==> src/rtl/enemy_group.sv <==
// enemy_group: drives NUM_ENEMIES autonomous arena enemies, each with its own
// movement FSM, plus shared speed-up, hit counting and bomberman contact.
//
// Ports:
//   clk, reset        clock, asynchronous active-high reset
//   x, y              current VGA pixel
//   x_b, y_b          bomberman sprite top-left
//   exp_on            explosion tile drawn at the current pixel
//   post_exp_active   explosion still active (holds enemies in HIT)
//   enemy_on          pixel lies within any enemy sprite (combinational)
//   enemy_idx         lowest-index enemy at the pixel, 0 when none
//   sprite_addr       registered enemy sprite ROM address
//   enemy_hit         one-cycle pulse per enemy on entering HIT
//   bm_collide        registered live-enemy / bomberman hitbox overlap
//   hit_count         total hits, saturating at 255
module enemy_group #(
  parameter int unsigned NUM_ENEMIES = 3,
  parameter int unsigned IDX_W       = 2,
  parameter int unsigned COLS        = 33,
  parameter int unsigned ROWS        = 26,
  parameter int unsigned X_WALL_L    = 48,
  parameter int unsigned Y_WALL_U    = 32,
  parameter int unsigned TIMER_MAX   = 40000000,
  parameter int unsigned TIMER_MIN   = 4000000,
  parameter int unsigned TIMER_DEC   = 2000000,
  parameter logic [63:0] INIT_TILES  = {8'd10, 8'd12, 8'd20, 8'd4, 8'd30, 8'd22, 8'd2, 8'd24},
  parameter logic [15:0] LFSR_SEED   = 16'hC2E0
) (
  input  logic                   clk,
  input  logic                   reset,
  input  logic [9:0]             x,
  input  logic [9:0]             y,
  input  logic [9:0]             x_b,
  input  logic [9:0]             y_b,
  input  logic                   exp_on,
  input  logic                   post_exp_active,
  output logic                   enemy_on,
  output logic [IDX_W-1:0]       enemy_idx,
  output logic [11:0]            sprite_addr,
  output logic [NUM_ENEMIES-1:0] enemy_hit,
  output logic                   bm_collide,
  output logic [7:0]             hit_count
);

  typedef enum logic [2:0] {S_IDLE, S_GET_DIR, S_CHECK, S_MOVE, S_HIT, S_RESPAWN} state_t;
  typedef enum logic [1:0] {D_U, D_R, D_D, D_L} dir_t;

  // Enemy 0 occupies the most significant {col,row} pair.
  function automatic logic [9:0] spawn_x(int unsigned i);
    logic [63:0] t;
    t = INIT_TILES << (16 * i);
    return 10'(X_WALL_L) + {t[61:56], 4'h0};
  endfunction

  function automatic logic [9:0] spawn_y(int unsigned i);
    logic [63:0] t;
    t = INIT_TILES << (16 * i);
    return 10'(Y_WALL_U) + {t[53:48], 4'h0} - 10'd8;
  endfunction

  state_t      r_state [NUM_ENEMIES];
  state_t      w_state_n [NUM_ENEMIES];
  dir_t        r_dir [NUM_ENEMIES];
  dir_t        w_dir_n [NUM_ENEMIES];
  dir_t        w_first [NUM_ENEMIES];
  logic [9:0]  r_x [NUM_ENEMIES];
  logic [9:0]  r_y [NUM_ENEMIES];
  logic [9:0]  w_x_n [NUM_ENEMIES];
  logic [9:0]  w_y_n [NUM_ENEMIES];
  logic [25:0] r_timer [NUM_ENEMIES];
  logic [25:0] w_timer_n [NUM_ENEMIES];
  logic [3:0]  r_step [NUM_ENEMIES];
  logic [3:0]  w_step_n [NUM_ENEMIES];
  logic [2:0]  r_fail [NUM_ENEMIES];
  logic [2:0]  w_fail_n [NUM_ENEMIES];
  logic [9:0]  w_dx [NUM_ENEMIES];
  logic [9:0]  w_dy [NUM_ENEMIES];
  logic [9:0]  w_ox [NUM_ENEMIES];
  logic [9:0]  w_oy [NUM_ENEMIES];
  logic [9:0]  w_tx [NUM_ENEMIES];
  logic [9:0]  w_ty [NUM_ENEMIES];
  logic [3:0]  w_legal [NUM_ENEMIES];
  logic [15:0] w_rnd [NUM_ENEMIES];

  logic [NUM_ENEMIES-1:0] w_in, w_live, w_hit_now, w_ovl, r_hit;
  logic [25:0]            r_tmax, w_tmax_n;
  logic [15:0]            r_lfsr;
  logic [7:0]             r_cnt, w_cnt_n;
  logic [8:0]             w_sum;
  logic                   r_bm, w_on;
  logic [IDX_W-1:0]       w_idx;
  logic [11:0]            r_addr, w_addr;
  logic [9:0]             w_sel_dx, w_sel_dy, w_col;
  dir_t                   w_sel_dir;
  state_t                 w_sel_state;
  logic [3:0]             w_sel_step;
  logic [7:0]             w_off;

  // Per-enemy geometry: sprite hit test, hitbox overlap, tile legality.
  always_comb begin
    for (int unsigned i = 0; i < NUM_ENEMIES; i++) begin
      w_dx[i]      = x - r_x[i];
      w_dy[i]      = y - r_y[i];
      w_in[i]      = (w_dx[i] < 10'd16) && (w_dy[i] < 10'd24);
      w_live[i]    = (r_state[i] != S_HIT) && (r_state[i] != S_RESPAWN);
      w_hit_now[i] = exp_on && w_in[i] && w_live[i];
      // Both hitboxes sit 8 below their sprite, so the offset cancels.
      w_ox[i]      = r_x[i] - x_b + 10'd15;
      w_oy[i]      = r_y[i] - y_b + 10'd15;
      w_ovl[i]     = w_live[i] && (w_ox[i] < 10'd31) && (w_oy[i] < 10'd31);
      w_tx[i]      = r_x[i] - 10'(X_WALL_L);
      w_ty[i]      = r_y[i] + 10'd8 - 10'(Y_WALL_U);
      w_legal[i]   = {~w_ty[i][4] && (w_tx[i][9:4] != 6'd0),
                      ~w_tx[i][4] && (w_ty[i][9:4] < 6'(ROWS - 1)),
                      ~w_ty[i][4] && (w_tx[i][9:4] < 6'(COLS - 1)),
                      ~w_tx[i][4] && (w_ty[i][9:4] != 6'd0)};
      if (w_legal[i][0])      w_first[i] = D_U;
      else if (w_legal[i][1]) w_first[i] = D_R;
      else if (w_legal[i][2]) w_first[i] = D_D;
      else                    w_first[i] = D_L;
      w_rnd[i] = r_lfsr >> (2 * i);
    end
  end

  // Next-state and datapath for every enemy FSM plus shared counters.
  always_comb begin
    w_tmax_n = r_tmax;
    w_sum    = {1'b0, r_cnt};
    for (int unsigned i = 0; i < NUM_ENEMIES; i++) begin
      w_state_n[i] = r_state[i];
      w_dir_n[i]   = r_dir[i];
      w_x_n[i]     = r_x[i];
      w_y_n[i]     = r_y[i];
      w_timer_n[i] = r_timer[i];
      w_step_n[i]  = r_step[i];
      w_fail_n[i]  = r_fail[i];
      w_sum        = w_sum + 9'(w_hit_now[i]);
      if (w_hit_now[i]) begin
        w_state_n[i] = S_HIT;
      end else begin
        case (r_state[i])
          S_IDLE: begin
            // >= so an enemy whose timer is already beyond a freshly lowered
            // timer_max steps at once instead of waiting for the 26-bit wrap.
            if (r_timer[i] >= r_tmax) begin
              w_timer_n[i] = '0;
              w_state_n[i] = (r_step[i] != 4'd0) ? S_MOVE : S_GET_DIR;
            end else begin
              w_timer_n[i] = r_timer[i] + 26'd1;
            end
          end
          S_GET_DIR: begin
            if (w_rnd[i][4:2] == 3'd0) w_dir_n[i] = dir_t'(w_rnd[i][1:0]);
            w_state_n[i] = S_CHECK;
          end
          S_CHECK: begin
            if (w_legal[i][r_dir[i]]) begin
              w_fail_n[i]  = '0;
              w_state_n[i] = S_MOVE;
            end else if (r_fail[i] == 3'd7) begin
              // Seven rejected picks: stop rolling and take the first legal way.
              w_dir_n[i]   = w_first[i];
              w_fail_n[i]  = '0;
              w_state_n[i] = S_MOVE;
            end else begin
              w_fail_n[i]  = r_fail[i] + 3'd1;
              w_state_n[i] = S_GET_DIR;
            end
          end
          S_MOVE: begin
            case (r_dir[i])
              D_U:     w_y_n[i] = r_y[i] - 10'd1;
              D_R:     w_x_n[i] = r_x[i] + 10'd1;
              D_D:     w_y_n[i] = r_y[i] + 10'd1;
              default: w_x_n[i] = r_x[i] - 10'd1;
            endcase
            w_step_n[i]  = r_step[i] + 4'd1;
            w_state_n[i] = S_IDLE;
          end
          S_HIT: begin
            if (!post_exp_active) w_state_n[i] = S_RESPAWN;
          end
          default: begin
            w_x_n[i]     = spawn_x(i);
            w_y_n[i]     = spawn_y(i);
            w_dir_n[i]   = D_U;
            w_step_n[i]  = '0;
            w_timer_n[i] = '0;
            w_state_n[i] = S_IDLE;
            if (w_tmax_n >= 26'(TIMER_MIN + TIMER_DEC)) w_tmax_n = w_tmax_n - 26'(TIMER_DEC);
            else                                         w_tmax_n = 26'(TIMER_MIN);
          end
        endcase
      end
    end
    w_cnt_n = w_sum[8] ? 8'hFF : w_sum[7:0];
  end

  // Pixel priority and sprite ROM address for the lowest-index enemy hit.
  always_comb begin
    w_on        = 1'b0;
    w_idx       = '0;
    w_sel_dx    = w_dx[0];
    w_sel_dy    = w_dy[0];
    w_sel_dir   = r_dir[0];
    w_sel_state = r_state[0];
    w_sel_step  = r_step[0];
    for (int unsigned i = 0; i < NUM_ENEMIES; i++) begin
      if (w_in[i] && !w_on) begin
        w_on        = 1'b1;
        w_idx       = IDX_W'(i);
        w_sel_dx    = w_dx[i];
        w_sel_dy    = w_dy[i];
        w_sel_dir   = r_dir[i];
        w_sel_state = r_state[i];
        w_sel_step  = r_step[i];
      end
    end
    if (w_sel_state == S_HIT) begin
      w_off = 8'd216;
    end else begin
      case (w_sel_dir)
        D_U:     w_off = 8'd0;
        D_D:     w_off = 8'd144;
        default: w_off = 8'd72;
      endcase
      if (w_sel_step[3:2] == 2'd1)      w_off = w_off + 8'd24;
      else if (w_sel_step[3:2] == 2'd3) w_off = w_off + 8'd48;
    end
    w_col  = (w_sel_dir == D_L) ? 10'd15 - w_sel_dx : w_sel_dx;
    w_addr = {2'b00, w_col} + (({2'b00, w_sel_dy} + {4'h0, w_off}) << 4);
  end

  always_ff @(posedge clk or posedge reset) begin
    if (reset) begin
      for (int unsigned i = 0; i < NUM_ENEMIES; i++) begin
        r_state[i] <= S_IDLE;
        r_dir[i]   <= D_U;
        r_x[i]     <= spawn_x(i);
        r_y[i]     <= spawn_y(i);
        r_timer[i] <= '0;
        r_step[i]  <= '0;
        r_fail[i]  <= '0;
      end
      r_tmax <= 26'(TIMER_MAX);
      r_lfsr <= LFSR_SEED;
      r_cnt  <= '0;
      r_hit  <= '0;
      r_bm   <= 1'b0;
      r_addr <= '0;
    end else begin
      for (int unsigned i = 0; i < NUM_ENEMIES; i++) begin
        r_state[i] <= w_state_n[i];
        r_dir[i]   <= w_dir_n[i];
        r_x[i]     <= w_x_n[i];
        r_y[i]     <= w_y_n[i];
        r_timer[i] <= w_timer_n[i];
        r_step[i]  <= w_step_n[i];
        r_fail[i]  <= w_fail_n[i];
      end
      r_tmax <= w_tmax_n;
      r_lfsr <= {r_lfsr[14:0], r_lfsr[15] ^ r_lfsr[13] ^ r_lfsr[12] ^ r_lfsr[10]};
      r_cnt  <= w_cnt_n;
      r_hit  <= w_hit_now;
      r_bm   <= |w_ovl;
      r_addr <= w_addr;
    end
  end

  assign enemy_on    = w_on;
  assign enemy_idx   = w_idx;
  assign sprite_addr = r_addr;
  assign enemy_hit   = r_hit;
  assign bm_collide  = r_bm;
  assign hit_count   = r_cnt;

endmodule

==> config.mk <==
export PLATFORM = sky130hd
export DESIGN_NAME = enemy_group
export DESIGN_NICKNAME = d
export VERILOG_FILES = /design/src/rtl/enemy_group.sv
export SDC_FILE = /design/constraint.sdc
export NUM_CORES = 1
export LEC_CHECK = 0
export ABC_AREA = 1
export CAP_MARGIN = 10
export CELL_PAD_IN_SITES_DETAIL_PLACEMENT = 0
export CELL_PAD_IN_SITES_GLOBAL_PLACEMENT = 1
export CORE_ASPECT_RATIO = 0.5
export CORE_MARGIN = 1
export CORE_UTILIZATION = 44
export CTS_CLUSTER_SIZE = 40
export DETAILED_ROUTE_END_ITERATION = 16
export DONT_BUFFER_PORTS = 1
export PLACE_DENSITY = 0.77
export SYNTH_ARGS = -nofsm -noshare
export SYNTH_HDL_FRONTEND = slang
export SYNTH_SLANG_ARGS = --single-unit
==> constraint.sdc <==
create_clock -name clk -period 8.9 [get_ports clk]
set_clock_uncertainty 0.1 [all_clocks]
set_input_delay 2.225 -clock clk [delete_from_list [all_inputs] [get_ports clk]]
set_output_delay 2.225 -clock clk [all_outputs]
set_load 0.005 [all_outputs]
Yosys cells after proc, flatten, opt, wreduce, memory -nomap -nowiden
Cells that the tools add are included.
- flip-flop bits (word level): 240
- bits of input ports: 44
- output and inout port bits: 27
- logic and storage cells: 381
- $add $sub $neg: 59
- magnitude comparators: 27
- equality and inequality tests: 53
- multiplexer cells: 104
- bitwise operators: 21
- reductions and logical operators: 90
- operators with widths (kind ; count):
    2-to-1 mux 26 bit ; 12
    one-hot mux 10 bit (2 select lines) ; 12
    one-hot mux 26 bit (2 select lines) ; 3
    < comparator 10 x 5 -> 1 bit, second input constant ; 12
    subtractor 10 bit ; 12
    adder 10 x 4 -> 10 bit, second input constant ; 9
    adder 26 x 1 -> 26 bit, second input constant ; 3
    greater-or-equal comparator 26 x 23 -> 1 bit, second input constant ; 3
    greater-or-equal comparator 26 bit ; 3
    subtractor 26 x 21 -> 26 bit, second input constant ; 3
    adder 10 x 1 -> 10 bit, second input constant ; 6
    subtractor 10 x 1 -> 10 bit, second input constant ; 6
    subtractor 10 x 6 -> 10 bit, second input constant ; 6
    2-to-1 mux 8 bit ; 7
    2-to-1 mux 2 bit ; 27
    2-to-1 mux 3 bit ; 15
    != test 3 bit, second input constant ; 12
    one-hot mux 3 bit (4 select lines) ; 3
    nonzero test 6 bit ; 6
    logical AND 1 bit ; 32
    2-to-1 mux 10 bit ; 3
    != test 2 bit, second input constant ; 12
    one-hot mux 4 bit (2 select lines) ; 3
    AND reduction 2 bit ; 12
    other kinds (35) ; 132

Logic depth before layout (Yosys ltp)
Gate-level depths: netlist (run 1).
- word-level depth: 19
- mapped depth: 40

Least setup slack after synthesis (run 1)
Ideal clock, no wire load.
- path type: input to output
- start point: input x[0]
- end point: output enemy_idx[1]
- arrival time: 4.554 ns
- required time: 6.575 ns
- path slack: 2.021 ns
- cell stages on the path: 17
- path through: inv_1 ha_1 inv_1 fa_1 a21oi_1 o21ai_0 a21oi_1 nor2_1 nor2_1 xor2_1 nand3_1 nor2_1 nand3_1 nor3_1 nand3_1 nor2_1 buf_1
- cells in the longest elaborated chain, start to end: 10
- elaborated cells between the ends (all ways): 16
- those cells by class: add/sub: 3; order compare: 3; mux: 3; reduce/logical: 7
- ends and longest elaborated chain (element ; line ; source):
    from (decl) ; 31 ; input logic [9:0] x,
    subtractor 10 bit ; 102 ; w_dx[i] = x - r_x[i];
    < comparator 10 x 5 -> 1 bit ; 104 ; w_in[i] = (w_dx[i] < 10'd16) && (w_dy[i] < 10'd24);
    logical AND 1 bit ; 104 ;
    2-to-1 mux 1 bit ; 209 ; if (w_in[i] && !w_on) begin
    zero test 1 bit ; 209 ;
    logical AND 1 bit ; 209 ;
    2-to-1 mux 1 bit ; 209 ;
    zero test 1 bit ; 209 ;
    logical AND 1 bit * ; 209 ;
    2-to-1 mux 2 bit * ; 209 ;
    to (decl) ; 38 ; output logic [IDX_W-1:0] enemy_idx,
Mark *: on every way between the ends. The rest lies on a longest branch, timed or not.

Worst setup path after layout (run 1)
- start point: input y[0]
- end point: register r_addr[11] (netlist: sprite_addr[11])
- cells in the longest elaborated chain, start to end: 19
- elaborated cells between the ends (all ways): 42
- those cells by class: add/sub: 8; order compare: 3; eq/ne: 5; mux: 18; reduce/logical: 8
- ends and longest elaborated chain (element ; line ; source):
    from (decl) ; 32 ; input logic [9:0] y,
    subtractor 10 bit ; 103 ; w_dy[i] = y - r_y[i];
    < comparator 10 x 5 -> 1 bit ; 104 ;
    logical AND 1 bit ; 104 ;
    2-to-1 mux 1 bit ; 209 ;
    zero test 1 bit ; 209 ;
    logical AND 1 bit ; 209 ;
    2-to-1 mux 1 bit ; 209 ;
    zero test 1 bit ; 209 ;
    [... 4 more ...] ; n/a ;
    2-to-1 mux 8 bit ; 219 ; if (w_sel_state == S_HIT) begin
    adder 8 x 6 -> 8 bit ; 228 ; else if (w_sel_step[3:2] == 2'd3) w_off = w_off + 8'd48;
    2-to-1 mux 8 bit ; 228 ;
    2-to-1 mux 8 bit ; 227 ; if (w_sel_step[3:2] == 2'd1) w_off = w_off + 8'd24;
    2-to-1 mux 8 bit ; 219 ;
    adder 8 bit ; 231 ; w_addr = {2'b00, w_col} + (({2'b00, w_sel_dy} + {4'h0, w_off}) << 4);
    adder 10 x 12 -> 12 bit * ; 231 ;
    via w_addr[11] ; 92 ; logic [11:0] r_addr, w_addr;
    to (signal assigned) ; 266 ; r_addr <= w_addr;
    to (decl) ; 92 ;
Mark *: on every way through the listed nets, which the timed path passes. The rest lies on a longest branch. The select of a mux whose other input is x is not followed.
A chain may end at the register's enable or synchronous reset.

==> run_results.csv, run 1 <==
group,metric,value,unit
worst_setup_path,cp-start-kind,"primary input",
timing,maxSlewHeadroom,0.305,
global_routing,grt_max_degree,155,
timing,whs,0.258,ns
synthesis,synthCells,3498,
power_and_ir_drop,power.density,326,nW/µm²
routing,drt_iter0_markers,1593,
timing,worstMarginPinSlew,1.03,ns
routing,vias,22700,
synthesis,syn_area_per_cell,6.97,µm²
finish,syn2layout_area_growth,7.06,%
clock_tree,cts_buffers,27,
global_routing,grt_usage,0.271,
place,detailed_place_hpwl,61.9,mm
floorplanning,initial_core_util,0.450,
floorplanning,core_area,54300,µm²
place,post-place-ws,0.777,ns
synthesis,yosys_warnings,0,
synthesis,synth-seq-cells,240,
place,port_buffers,0,
global_routing,grt_overflow,0,
synthesis,yosysSeqAreaShare,0.248,
clock_tree,cts.path.max_buffers,3,
routing,wirelength,76.6,mm
power_and_ir_drop,p_leak,13.1,nW
synthesis,synth_edf_count,0,
synthesis,synth_nets,3881,
finish,final_common_cell,"nand2_1",
worst_setup_path,end_kind,"register",
clock_tree,clock-root-buffer,"clkbuf_16",
worst_setup_path,crit_arrival,7.98,ns
clock_tree,cts_resized,0,
timing,max_freq,131,MHz
timing,min_period,7.61,ns
floorplanning,dieWidth,335,µm
global_routing,grt_pass1_vias,21100,
routing,wl_per_cell,18.0,µm
clock_tree,tritoncts,"built",
clock_tree,clk_pin_slew_worst_paths,0.06,ns
worst_setup_path,crit_required,9.27,ns
timing,finalSetupViolations,0,
clock_tree,cts_setup_buffers,0,
place,place_congestion,0.965,
finish,layout_common_cells,"nand2_1, inv_1, nor2_1",
min_path,hp-class,"reg -> reg",
synthesis,async_flop_share,1.00,
timing,hold_viol_final,0,
clock_tree,h-tree-depth,1,
floorplanning,io_pins,71,
global_routing,antenna_found_initial,2,
routing,dr.pass1.iters,5,
global_routing,grt_pass1_wl,119,mm
timing,drv_slew,0,
finish,fin_cells,4265,
floorplanning,die_area,56500,µm²
power_and_ir_drop,total_power,8.51,mW
timing,rsz0062_at_grt,"no",
routing,vias_per_cell,5.33,
worst_setup_path,critical_path_class,"in -> reg",
routing,ant_nets,0,
flow_run,maxCapViolCount,0,
floorplanning,fp-row-count,60,
place,dp.cells,4214,
min_path,hold_depth,0,
synthesis,yosys_most_used_dff,"dfrtp_1",
finish,drive_gt1_frac,0.0594,
power_and_ir_drop,ir_drop,0.213,mV
clock_tree,postCtsHoldBufs,0,
clock_tree,clk_latency,0.60,ns
clock_tree,cts_num_sinks,240,
timing,setup_tns,0,ns
timing,fin_ws,1.29,ns
synthesis,netlist_area,24400,µm²
outcome,status,"completed",
routing,drc,0,
finish,fill_cells,5571,
timing,fin_crit_sh,0.855,
worst_setup_path,r2r_cells,24,
floorplanning,die_y,169,µm
synthesis,synth_cell_types,65,
worst_setup_path,cp_max_fo,13,
finish,fin_nets,3882,
## synth_stat cells (3+ instances only)
master | n | area share
clkbuf_1 | 29 | 0.0045
xor2_1 | 105 | 0.038
ha_1 | 317 | 0.16
clkinv_1 | 3 | 0.00046
nand3_1 | 206 | 0.042
a21oi_1 | 210 | 0.043
a31oi_1 | 10 | 0.0026
dfstp_2 | 35 | 0.038
nand2_1 | 714 | 0.11
dfrtp_1 | 205 | 0.21
o2111ai_1 | 3 | 0.0011
fa_1 | 22 | 0.018
buf_6 | 4 | 0.0018
xnor2_1 | 44 | 0.016
nor3b_1 | 9 | 0.0028
o211ai_1 | 20 | 0.0062
nand3b_1 | 13 | 0.0040
nor4_1 | 20 | 0.0051
o21ai_0 | 206 | 0.042
and3_1 | 3 | 0.00077
nand3_2 | 9 | 0.0037
nor2_4 | 9 | 0.0042
o21ai_1 | 5 | 0.0010
nand4_1 | 72 | 0.018
nand2_2 | 21 | 0.0054
nand3_4 | 3 | 0.0022
a21o_1 | 8 | 0.0025
o31ai_1 | 16 | 0.0049
inv_2 | 33 | 0.0051
a221oi_1 | 9 | 0.0032
and2_1 | 4 | 0.0010
buf_4 | 3 | 0.00092
nor2_1 | 336 | 0.052
nor2_2 | 12 | 0.0031
inv_1 | 569 | 0.088
or2_2 | 16 | 0.0041
o41ai_1 | 4 | 0.0014
o21bai_1 | 13 | 0.0040
a211oi_1 | 17 | 0.0052
buf_1 | 3 | 0.00046
o21a_1 | 8 | 0.0025
o22ai_1 | 36 | 0.0092
nor3_1 | 82 | 0.017
## where the power goes
part	total (mW)	internal (mW)	switching, mW
Clock	1.17	0.627	0.541
Sequential	1.72	1.40	0.319
Combinational	5.63	1.90	3.73
## worst max-delay path: stages
cell	delay [ns]
inv_1	0.09
ha_1	0.20
inv_1	0.09
fa_1	0.43
nand3_1	0.11
nand2_1	0.09
xnor2_1	0.18
or2_1	0.18
nand2_1	0.06
inv_1	0.08
nand3_1	0.06
nor4b_1	0.54
nand2_1	0.10
nor2_1	0.69
inv_1	0.32
o211ai_1	0.23
o21ai_0	0.14
nor2_1	0.18
ha_1	0.25
o21ai_0	0.34
fa_1	0.48
ha_1	0.32
o21ai_0	0.10
nand2_1	0.11
a21oi_1	0.14
nor2_1	0.06
xor2_1	0.16
## layout make-up
cell class,instances,area (µm²),area share
flip-flops and latches,240,6050,0.232
multi-input cells,2612,15900,0.608
clock buffers,36,749,0.0287
diodes,1,2.50,0.0000958
inverters,606,2280,0.0874
well taps,744,931,0.0356
repair buffers,12,103,0.00393
clock inverters,14,125,0.00479
## flip-flops by register name, indices dropped and copies added, names as in the netlist, 6 cells and up
signal       count
hit_count        8
r_y             30
r_dir            6
r_timer         78
sprite_addr     12
r_x             30
r_state          9
r_lfsr          16
r_fail           9
r_tmax          26
r_step          12
## path summary, 6_finish.rpt
| path | from | end | slack, ns |
|---|---|---|---|
| worst max-delay path | y[0] | sprite_addr[11] | 1.29 |
| worst min-delay path | r_lfsr[11] | r_lfsr[12] | 0.26 |
| worst max register to register | r_x[14] | sprite_addr[11] | 2.35 |
| worst min register to register | r_lfsr[11] | r_lfsr[12] | 0.26 |
| max in group asynchronous | reset | r_x[28] | 5.86 |
| min in group asynchronous | reset | r_tmax[23] | 1.42 |
## stage by stage
step	cell area, µm²	utilization
floorplan	24400	-
global placement	25200	0.465
detailed placement	25200	0.465
CTS	26100	0.481
global route	26100	0.481
finish	26100	0.481
## kinds of logic after synthesis
kind of cell             synth area share
flip-flops                          0.248
multiplexers                     0.000462
AO/OA/AOI/OAI                       0.139
buffers and inverters               0.102
AND/OR/NAND/NOR                     0.277
XOR/XNOR                           0.0535
adder cells (fa/ha/maj)             0.181
## per-layer routing
layer	GRT usage	routed length, µm	vias to the layer above
met5	0	0	-
met4	0.0625	1940	0
met3	0.0489	4560	89
met2	0.425	32900	501
met1	0.385	37200	10600
li1	-	-	11600
(Power assumes the default switching activity.)
==> run 2, diff against run 1 <==
--- a/config.mk
+++ b/config.mk
@@ -19,3 +19,4 @@
 export SYNTH_ARGS = -nofsm -noshare
 export SYNTH_HDL_FRONTEND = slang
 export SYNTH_SLANG_ARGS = --single-unit
+export TNS_END_PERCENT = 30
==> results of run 2 <==
Same layout as run 1: the final DEF is identical, and so are final timing and power.
==> run 3, diff against run 2 <==
==> constraint.sdc (replaced) <==
create_clock -name clk -period 8.9 [get_ports clk]
set_clock_uncertainty 0.1 [all_clocks]
set_input_delay 1.335 -clock clk [delete_from_list [all_inputs] [get_ports clk]]
set_output_delay 1.335 -clock clk [all_outputs]
set_load 0.005 [all_outputs]
==> run 3 against run 2 <==
Net effect:
- fmax up 13%
- largest cell class unchanged
- clock power up 3%
- non-clock buffer count rose by 4
- worst hold slack lost 0.0026 ns
- setup slack improved by 0.90 ns
- sequential share of layout area decreased by 0.055 points
==> run_results.csv, run 3 (synthesis gave the netlist of run 1 again) <==
group,metric,value,unit
outcome,status,"completed",
finish,largest-register,"r_timer",
finish,syn2layout_area_growth,7.32,%
clock_tree,clock-root-buffer,"clkbuf_16",
worst_setup_path,max_stage_delay,0.67,ns
power_and_ir_drop,p_comb_frac,0.660,
place,port_buffers,0,
clock_tree,cts_num_sinks,240,
global_routing,grt_overflow,0,
routing,vias,22800,
clock_tree,postCtsHoldBufs,0,
timing,hold_viol_final,0,
power_and_ir_drop,p_int,3.97,mW
power_and_ir_drop,p_seq_frac,0.199,
place,place_congestion,0.949,
finish,drive_gt1_frac,0.0619,
clock_tree,cts_resized,0,
finish,final_common_cell,"nand2_1",
floorplanning,fp-row-count,60,
clock_tree,tritoncts,"built",
floorplanning,initial_core_util,0.450,
routing,vias_per_cell,5.35,
power_and_ir_drop,ir_drop,0.249,mV
routing,ant_nets,0,
power_and_ir_drop,switching_share,0.537,
worst_setup_path,cp_max_fo,15,
timing,worstMarginPinSlew,1.09,ns
worst_setup_path,cp-start-kind,"primary input",
flow_run,maxCapViolCount,0,
finish,fin_nets,3886,
floorplanning,dieWidth,335,µm
worst_setup_path,cpMaxStageDelayCell,"nor4_1",
clock_tree,h-tree-depth,1,
global_routing,grt_pass1_vias,21400,
routing,dr.pass1.iters,7,
finish,antenna_cells,0,
clock_tree,cts_setup_buffers,0,
routing,wl_per_cell,18.0,µm
power_and_ir_drop,power.density,328,nW/µm²
clock_tree,cts_buffers,27,
global_routing,antenna_found_initial,0,
floorplanning,core_area,54300,µm²
timing,maxSlewHeadroom,0.273,
clock_tree,clk_pin_slew_worst_paths,0.07,ns
worst_setup_path,worst_path_most_repeated_cell,"nor2_1",
finish,layout_common_cells,"nand2_1, inv_1, nor2_1",
clock_tree,cts.path.max_buffers,3,
finish,multi_input_area,15900,µm²
timing,min_period,6.71,ns
timing,fin_crit_sh,0.754,
power_and_ir_drop,clkPwrFrac,0.142,
floorplanning,die_y,169,µm
finish,largest_reg_flops,78,
routing,drc,0,
worst_setup_path,end_kind,"register",
global_routing,grt_max_degree,124,
power_and_ir_drop,total_power,8.58,mW
worst_setup_path,critical_path_class,"in -> reg",
finish,reg_top3,"r_timer: 78 flops, r_x: 30 flops, r_y: 30 flops",
power_and_ir_drop,p_leak,13.2,nW
timing,max_freq,149,MHz
worst_setup_path,crit_arrival,7.09,ns
routing,wirelength,76.8,mm
global_routing,grt_pass1_wl,121,mm
power_and_ir_drop,netSwitchingPower,4.61,mW
floorplanning,die_area,56500,µm²
floorplanning,io_pins,71,
timing,setup_tns,0,ns
place,detailed_place_hpwl,61.7,mm
timing,rsz0062_at_grt,"no",
timing,finalSetupViolations,0,
clock_tree,clk_latency,0.60,ns
routing,drt_iter0_markers,1680,
finish,fill_cells,5514,
timing,drv_slew,0,
finish,seq_area,6050,µm²
worst_setup_path,path_buf_inv,4,
min_path,hp-class,"reg -> reg",
worst_setup_path,critPathTopFamily,"simple AND/OR/NAND/NOR gates",
worst_setup_path,crit_required,9.28,ns
global_routing,grt_usage,0.273,
-- run 3: metrics by stage --
step	utilization	hold WS [ns]	instances	instance area [µm²]	setup WS [ns]
2_1_floorplan	-	0.231	3498	24400	0.935
3_3_place_gp	0.465	0.239	4218	25300	1.95
3_5_place_dp	0.465	0.248	4218	25300	1.73
4_1_cts	0.482	0.258	4268	26200	2.37
5_1_grt	0.482	0.263	4268	26200	1.65
6_report	0.482	0.255	4268	26200	2.19
-- run 3: per-layer routing --
metal  share of wire  global-route usage
met5               0                   0
met3           0.049              0.0307
met1            0.50               0.398
met2            0.43               0.435
met4           0.021              0.0562
-- run 3: final cells by class --
cell class,instances,area share
multi-input cells,2612,0.606
flip-flops and latches,240,0.231
inverters,606,0.0872
well taps,744,0.0356
clock buffers,29,0.0269
clock inverters,21,0.00836
repair buffers,16,0.00459
-- run 3: worst paths after layout --
| path | startpoint | to | slack, ns | cells after the start |
|---|---|---|---|---|
| min in group asynchronous | reset | sprite_addr[7] | 0.62 | 1 |
| worst max-delay path | x[0] | sprite_addr[11] | 2.19 | 29 |
| max in group asynchronous | reset | r_timer[3] | 6.52 | 2 |
| worst min register to register | r_lfsr[11] | r_lfsr[12] | 0.26 | 0 |
| worst max register to register | r_x[0] | sprite_addr[11] | 2.55 | 28 |
| worst min-delay path | r_lfsr[11] | r_lfsr[12] | 0.26 | 0 |
-- run 3: power by group through the flow --
| stage | clock network (mW) | registers, mW | logic [mW] |
|---|---|---|---|
| after CTS | 1.23 | 1.70 | 5.60 |
| after global placement | 0 | 1.72 | 5.51 |
| after detailed placement | 0 | 1.72 | 5.57 |
| after floorplan | 0 | 1.59 | 4.24 |
| after global routing | 1.28 | 1.74 | 6.43 |
| final | 1.21 | 1.70 | 5.66 |
